`config.mk`:
```
export PLATFORM = sky130hd
export DESIGN_NAME = qmaster_cycle
export DESIGN_NICKNAME = d
export VERILOG_FILES = /design/src/rtl/qbus_pkg.sv /design/src/rtl/sync2.sv /design/src/rtl/qmaster_cycle.sv
export SDC_FILE = /design/constraint.sdc
export NUM_CORES = 1
export LEC_CHECK = 0
export ABC_CLOCK_PERIOD_IN_PS = 2250
export BUFFER_PORTS_ARGS = -buffer_cell sky130_fd_sc_hd__buf_4
export CAP_MARGIN = 5
export CORE_MARGIN = 2
export CORE_UTILIZATION = 51
export DETAILED_ROUTE_END_ITERATION = 16
export HOLD_SLACK_MARGIN = 0.15
export MAX_ROUTING_LAYER = met4
export PLACE_DENSITY = 0.77
export SYNTH_ARGS = -nofsm -noshare
export SYNTH_HDL_FRONTEND = slang
export SYNTH_SLANG_ARGS = --single-unit
```
`constraint.sdc`:
```
create_clock -name clk -period 2.25 [get_ports clk]
set_clock_uncertainty 0.15 [all_clocks]
set_input_delay 0.1125 -clock clk [delete_from_list [all_inputs] [get_ports clk]]
set_output_delay 0.1125 -clock clk [all_outputs]
set_load 0.005 [all_outputs]
```
`src/rtl/qbus_pkg.sv`:
```
// Shared QBUS definitions: cycle state encoding, DAL/data widths, I/O page match value.
package qbus_pkg;

  localparam int DAL_W     = 22;
  localparam int DATA_W    = 16;
  localparam int CNT_W     = 16;
  localparam int IO_PAGE_W = 9;
  localparam logic [IO_PAGE_W-1:0] IO_PAGE = 9'o777;

  typedef enum logic [2:0] {
    IDLE,
    ADDR,
    HOLD,
    DSETUP,
    WAIT,
    END,
    RELEASE
  } qstate_t;

endpackage

```
`src/rtl/sync2.sv`:
```
// Two-flop synchronizer for a single asynchronous level; 2-clock latency, no backpressure.
module sync2 (
  input  logic clk,
  input  logic rst_n,
  input  logic d,
  output logic q
);

  logic meta;

  always_ff @(posedge clk or negedge rst_n) begin
    if (!rst_n) begin
      meta <= 1'b0;
      q    <= 1'b0;
    end else begin
      meta <= d;
      q    <= meta;
    end
  end

endmodule

```
`src/rtl/qmaster_cycle.sv`:
```
// QBUS master for one DATI/DATO cycle; strobe after ADDR_SETUP+ADDR_HOLD(+DATA_SETUP) clocks, req only taken in IDLE.
// Reply handshake waits on synchronized RRPLY; QMASTER_TIMEOUT_EN adds a TIMEOUT-clock bus-error abort.
module qmaster_cycle
  import qbus_pkg::*;
#(
  parameter int ADDR_SETUP = 2,
  parameter int ADDR_HOLD  = 2,
  parameter int DATA_SETUP = 2,
  parameter int TIMEOUT    = 500
) (
  input  logic              clk,
  input  logic              reset_n,
  input  logic              req,
  input  logic              we,
  input  logic [DAL_W-1:0]  addr,
  input  logic [DATA_W-1:0] wdata,
  output logic              busy,
  output logic              done,
  output logic              err,
  output logic [DATA_W-1:0] rdata,
  output logic [DAL_W-1:0]  TDAL,
  output logic              DALtx,
  input  logic [DAL_W-1:0]  RDAL,
  output logic              TSYNC,
  output logic              TDIN,
  output logic              TDOUT,
  output logic              TBS7,
  output logic              TWTBT,
  input  logic              RRPLY
);

  localparam logic [CNT_W-1:0] AS_LAST = CNT_W'(ADDR_SETUP - 1);
  localparam logic [CNT_W-1:0] AH_LAST = CNT_W'(ADDR_HOLD - 1);
  localparam logic [CNT_W-1:0] DS_LAST = CNT_W'(DATA_SETUP - 1);

  qstate_t           state, state_nxt;
  logic [CNT_W-1:0]  cnt, cnt_nxt;
  logic [DAL_W-1:0]  addr_q;
  logic [DATA_W-1:0] wdata_q;
  logic              we_q;
  logic              rply_s;
  logic              capture;
  logic              io_page;
  logic [DAL_W-1:0]  data_dal;
  logic              unused_rdal;

  assign io_page     = (addr_q[DAL_W-1:DAL_W-IO_PAGE_W] == IO_PAGE);
  assign data_dal    = {{(DAL_W-DATA_W){1'b0}}, wdata_q};
  assign unused_rdal = ^RDAL[DAL_W-1:DATA_W];

  sync2 u_rply_sync (
    .clk   (clk),
    .rst_n (reset_n),
    .d     (RRPLY),
    .q     (rply_s)
  );

`ifdef QMASTER_TIMEOUT_EN
  localparam logic [CNT_W-1:0] TO_LAST = CNT_W'(TIMEOUT - 1);
  logic to_q;
  logic timeout_hit;

  // Remembers that the RELEASE pulse being issued is a bus-error abort.
  always_ff @(posedge clk or negedge reset_n) begin
    if (!reset_n)              to_q <= 1'b0;
    else if (timeout_hit)      to_q <= 1'b1;
    else if (state == RELEASE) to_q <= 1'b0;
  end
`else
  localparam int unused_timeout = TIMEOUT;
`endif

  always_ff @(posedge clk or negedge reset_n) begin
    if (!reset_n) begin
      state   <= IDLE;
      cnt     <= '0;
      addr_q  <= '0;
      wdata_q <= '0;
      we_q    <= 1'b0;
      rdata   <= '0;
    end else begin
      state <= state_nxt;
      cnt   <= cnt_nxt;
      if (state == IDLE && req) begin
        addr_q  <= addr;
        wdata_q <= wdata;
        we_q    <= we;
      end
      if (capture) rdata <= RDAL[DATA_W-1:0];
    end
  end

  always_comb begin
    state_nxt = state;
    cnt_nxt   = cnt;
    capture   = 1'b0;
    busy      = (state != IDLE);
    done      = 1'b0;
    err       = 1'b0;
    TDAL      = '0;
    DALtx     = 1'b0;
    TSYNC     = 1'b0;
    TDIN      = 1'b0;
    TDOUT     = 1'b0;
    TBS7      = 1'b0;
    TWTBT     = 1'b0;
`ifdef QMASTER_TIMEOUT_EN
    timeout_hit = 1'b0;
`endif

    case (state)
      IDLE: begin
        if (req) begin
          state_nxt = ADDR;
          cnt_nxt   = '0;
        end
      end
      ADDR: begin
        DALtx = 1'b1;
        TDAL  = addr_q;
        TBS7  = io_page;
        TWTBT = we_q;
        if (cnt == AS_LAST) begin
          state_nxt = HOLD;
          cnt_nxt   = '0;
        end else begin
          cnt_nxt = cnt + CNT_W'(1);
        end
      end
      HOLD: begin
        TSYNC = 1'b1;
        DALtx = 1'b1;
        TDAL  = addr_q;
        TBS7  = io_page;
        TWTBT = we_q;
        if (cnt == AH_LAST) begin
          state_nxt = we_q ? DSETUP : WAIT;
          cnt_nxt   = '0;
        end else begin
          cnt_nxt = cnt + CNT_W'(1);
        end
      end
      DSETUP: begin
        TSYNC = 1'b1;
        DALtx = 1'b1;
        TDAL  = data_dal;
        if (cnt == DS_LAST) begin
          state_nxt = WAIT;
          cnt_nxt   = '0;
        end else begin
          cnt_nxt = cnt + CNT_W'(1);
        end
      end
      WAIT: begin
        // A reply already present on entry completes on this sample; no edge needed.
        TSYNC = 1'b1;
        TDIN  = !we_q;
        TDOUT = we_q;
        DALtx = we_q;
        TDAL  = we_q ? data_dal : '0;
        if (rply_s) begin
          state_nxt = END;
          capture   = !we_q;
        end
      end
      END: begin
        TSYNC = 1'b1;
        DALtx = we_q;
        TDAL  = we_q ? data_dal : '0;
        if (!rply_s) state_nxt = RELEASE;
      end
      RELEASE: begin
        done      = 1'b1;
        state_nxt = IDLE;
`ifdef QMASTER_TIMEOUT_EN
        err = to_q;
`endif
      end
      default: state_nxt = IDLE;
    endcase

`ifdef QMASTER_TIMEOUT_EN
    // Timeout spans WAIT and END together and overrides a reply arriving on the same clock.
    if (state == WAIT || state == END) begin
      cnt_nxt = cnt + CNT_W'(1);
      if (cnt == TO_LAST) begin
        state_nxt   = RELEASE;
        capture     = 1'b0;
        timeout_hit = 1'b1;
      end
    end
`endif
  end

endmodule
```
==> reports/results.txt <==
Status - completed
DR iter-0 viols - 170
Total of max-cap violations - 0
Lkg Pwr - 2.36 nW
Area leader, netlist - dfrtp_1
Critical path's most frequent cell - buf_4
Max incr delay on CP - 0.44 ns
Die area - 0.00759 mm2
Die width - 87.1 um
Primary FF master, synth - dfrtp_1
Via density - 5.60
Synth async-reset ratio - 1.00
Crit path max-delay family - buffers and inverters
Sequential fraction of the synthesis area - 0.540
Synth cell types - 52
Total GRT Usage - 0.283
Avg Inst Size Synth - 12.5 um2
Rel. slew slack - 0.609
Nets - 521
Layout cells sized above 1 - 0.420
Hold_sp - u_rply_sync.meta
Worst r2r src - state[1]
Crit path cell chain - buf_4 > xnor2_1 > nor2_2 > buf_4 > nand2_1 > nor3_1 > buf_4
Final Cell Area - 0.00525 mm2
Latest clock arrival within the worst-skew pair - 0.34 ns
Syn-to-layout area delta - 49.1%
CP startpoint kind - flip-flop
Worst Hold Class - flip-flop to flip-flop
Clock buffer depth - 2
Pin count of the biggest net entering global routing - 43
GP Congestion - 0.863
#FFs+latches synth - 76
Routed length per placed instance - 18.5 um
Post-place instance area - 0.00444 mm2
Remaining global-route overflow - 0
Non-Filler Instances - 539
Post-DP HPWL - 5550 um
Final Slew Violations - 0
Root buffer cell - clkbuf_8
Tcrit/Tclk final - 0.964
Pwr dens - 1280 mW/mm2
Number of H-tree levels - 3
Ant diodes - 0
Cell Area, Synth - 0.00352 mm2
Antenna violations before repair - 0
Vias - 3019
FP Rows - 30
Crit Path Category - flip-flop to primary output
Most frequent cells in the layout - buf_4 (113), dfrtp_1 (76), dlygate4sd3_1 (59)
Fill count - 411
Setup-failing EPs final - 0
CP required - 1.99 ns
WL final - 9960 um
Critical Path Sink Type - primary output
Number of port buffers - 104
Clk sinks - 76
Fin crit period - 2.17 ns
Fmax - 0.461 GHz
Crit-path slowest cell - dfrtp_1
Slew @ Worst Pin - 0.580 ns
IO Count - 112
Peak supply drop - 0.000728 V
Syn Inst Count - 282
DR DRC count - 0
RSZ-0062 raised after global routing - false
Syn_nets - 349
Clk pin slew, worst setup/hold paths - 0.08 ns
First-pass GRT wire length - 15800 um
Synth top area cells - dfrtp_1 (54%), mux2_2 (15%), a22o_1 (4.0%), mux2_1 (2.6%), a21oi_1 (1.3%)
Die height - 87.1 um
Commonest non-fill, non-tap cell in the layout - buf_4
Worst Path Arrival - 1.91 ns
DP Cell Count - 462
Worst path bufs/invs - 3
Vias in the first global route - 3032
Final TNS setup - 0 ns
Synth top area share - 0.540
Maximum fanout along the worst path - 8
PnR Total Power - 0.00672 W
Post-route ant nets - 0
TritonCTS clock tree - yes
Final hold violation count - 0
DR pass1 iterations - 4
Yosys warns - 0
Core ar. - 0.00676 mm2
CP Launch Point - state[0]
Initial core utilization - 0.521
Post-synth EDFFs - 0
TritonCTS Buffers - 9
==> logic make-up after synthesis <==
logic type	share of synthesized area
buf+inv	0.0320
compound gates	0.109
flops	0.540
mux	0.176
fa+ha+maj	0.00710
other cells	0.00106
xor+xnor	0.0124
simple gates	0.123
==> final timing paths <==
path                       cells after the start       endpoint  slack (ns)
setup / recovery                               7           TBS7        0.08
hold / removal                                 0  u_rply_sync.q        0.20
setup reg to reg                               4     addr_q[10]        0.22
hold reg to reg                                0  u_rply_sync.q        0.20
max in group asynchronous                      4       rdata[7]        1.06
min in group asynchronous                      4      addr_q[9]        0.67
==> through the flow <==
step	utilization	worst slack [ns]	hold WS (ns)
final	0.778	0.0820	0.204
after global placement	0.657	0.278	-0.0493
after floorplan	-	0.330	-0.333
after global routing	0.778	0.00922	0.217
after CTS	0.776	0.0611	0.206
after detailed placement	0.657	0.259	-0.0432
==> state kept, by name, summed over array words and instances, names as in the netlist <==
signal / flops
addr_q: 22
cnt: 16
rdata: 16
state: 3
u_rply_sync.meta: 1
u_rply_sync.q: 1
wdata_q: 16
we_q: 1
==> metal layers <==
metal / vias to the layer above / GRT usage / wire length, um
met5: - / - / 0
met4: 0 / 0.120 / 348
met3: 28 / 0.0664 / 534
met2: 113 / 0.455 / 5220
met1: 1490 / 0.343 / 3850
li1: 1388 / - / -
==> where the power goes <==
part	internal (W)	switching (W)
Clock	0.000517	0.000518
Sequential	0.00196	0.000472
Combinational	0.00186	0.00140
==> cell type report <==
type                       count  area (um2)  share of cell area
timing repair buffer         176        1510               0.287
multi-input combinational    183        1520               0.289
clock inverter                 5        61.3              0.0117
sequential                    76        1900               0.362
inverter                       8        30.0             0.00572
tap                           80         100              0.0191
clock buffer                  11         131              0.0250
==> synthesized netlist by cell type (2+ instances only) <==
library cell / count
a21oi_1: 9
a21oi_2: 2
a22o_1: 16
a31oi_1: 5
and2_1: 6
and4_1: 2
and4_2: 2
buf_2: 9
buf_4: 2
clkbuf_1: 2
dfrtp_1: 76
ha_1: 2
inv_1: 8
mux2_1: 8
mux2_2: 47
nand2_1: 10
nand3_1: 7
nand3b_1: 2
nand4_1: 3
nor2_1: 7
nor2b_1: 2
nor3_1: 4
nor4_1: 5
o21ai_0: 5
o22ai_1: 3
o31ai_1: 5
or3_1: 3
or4_1: 3
xnor2_1: 4
==> repair_timing <==
| item | in CTS | in global routing |
|---|---|---|
| setup buffers | 0 | 1 |
| setup endpoints to repair | 18 | 19 |
| hold buffers | 60 | 0 |
| hold endpoints to repair | 133 | 0 |
| pin swaps | 0 | 1 |
| gates resized for setup | 1 | 1 |
(Power assumes the default switching activity.)
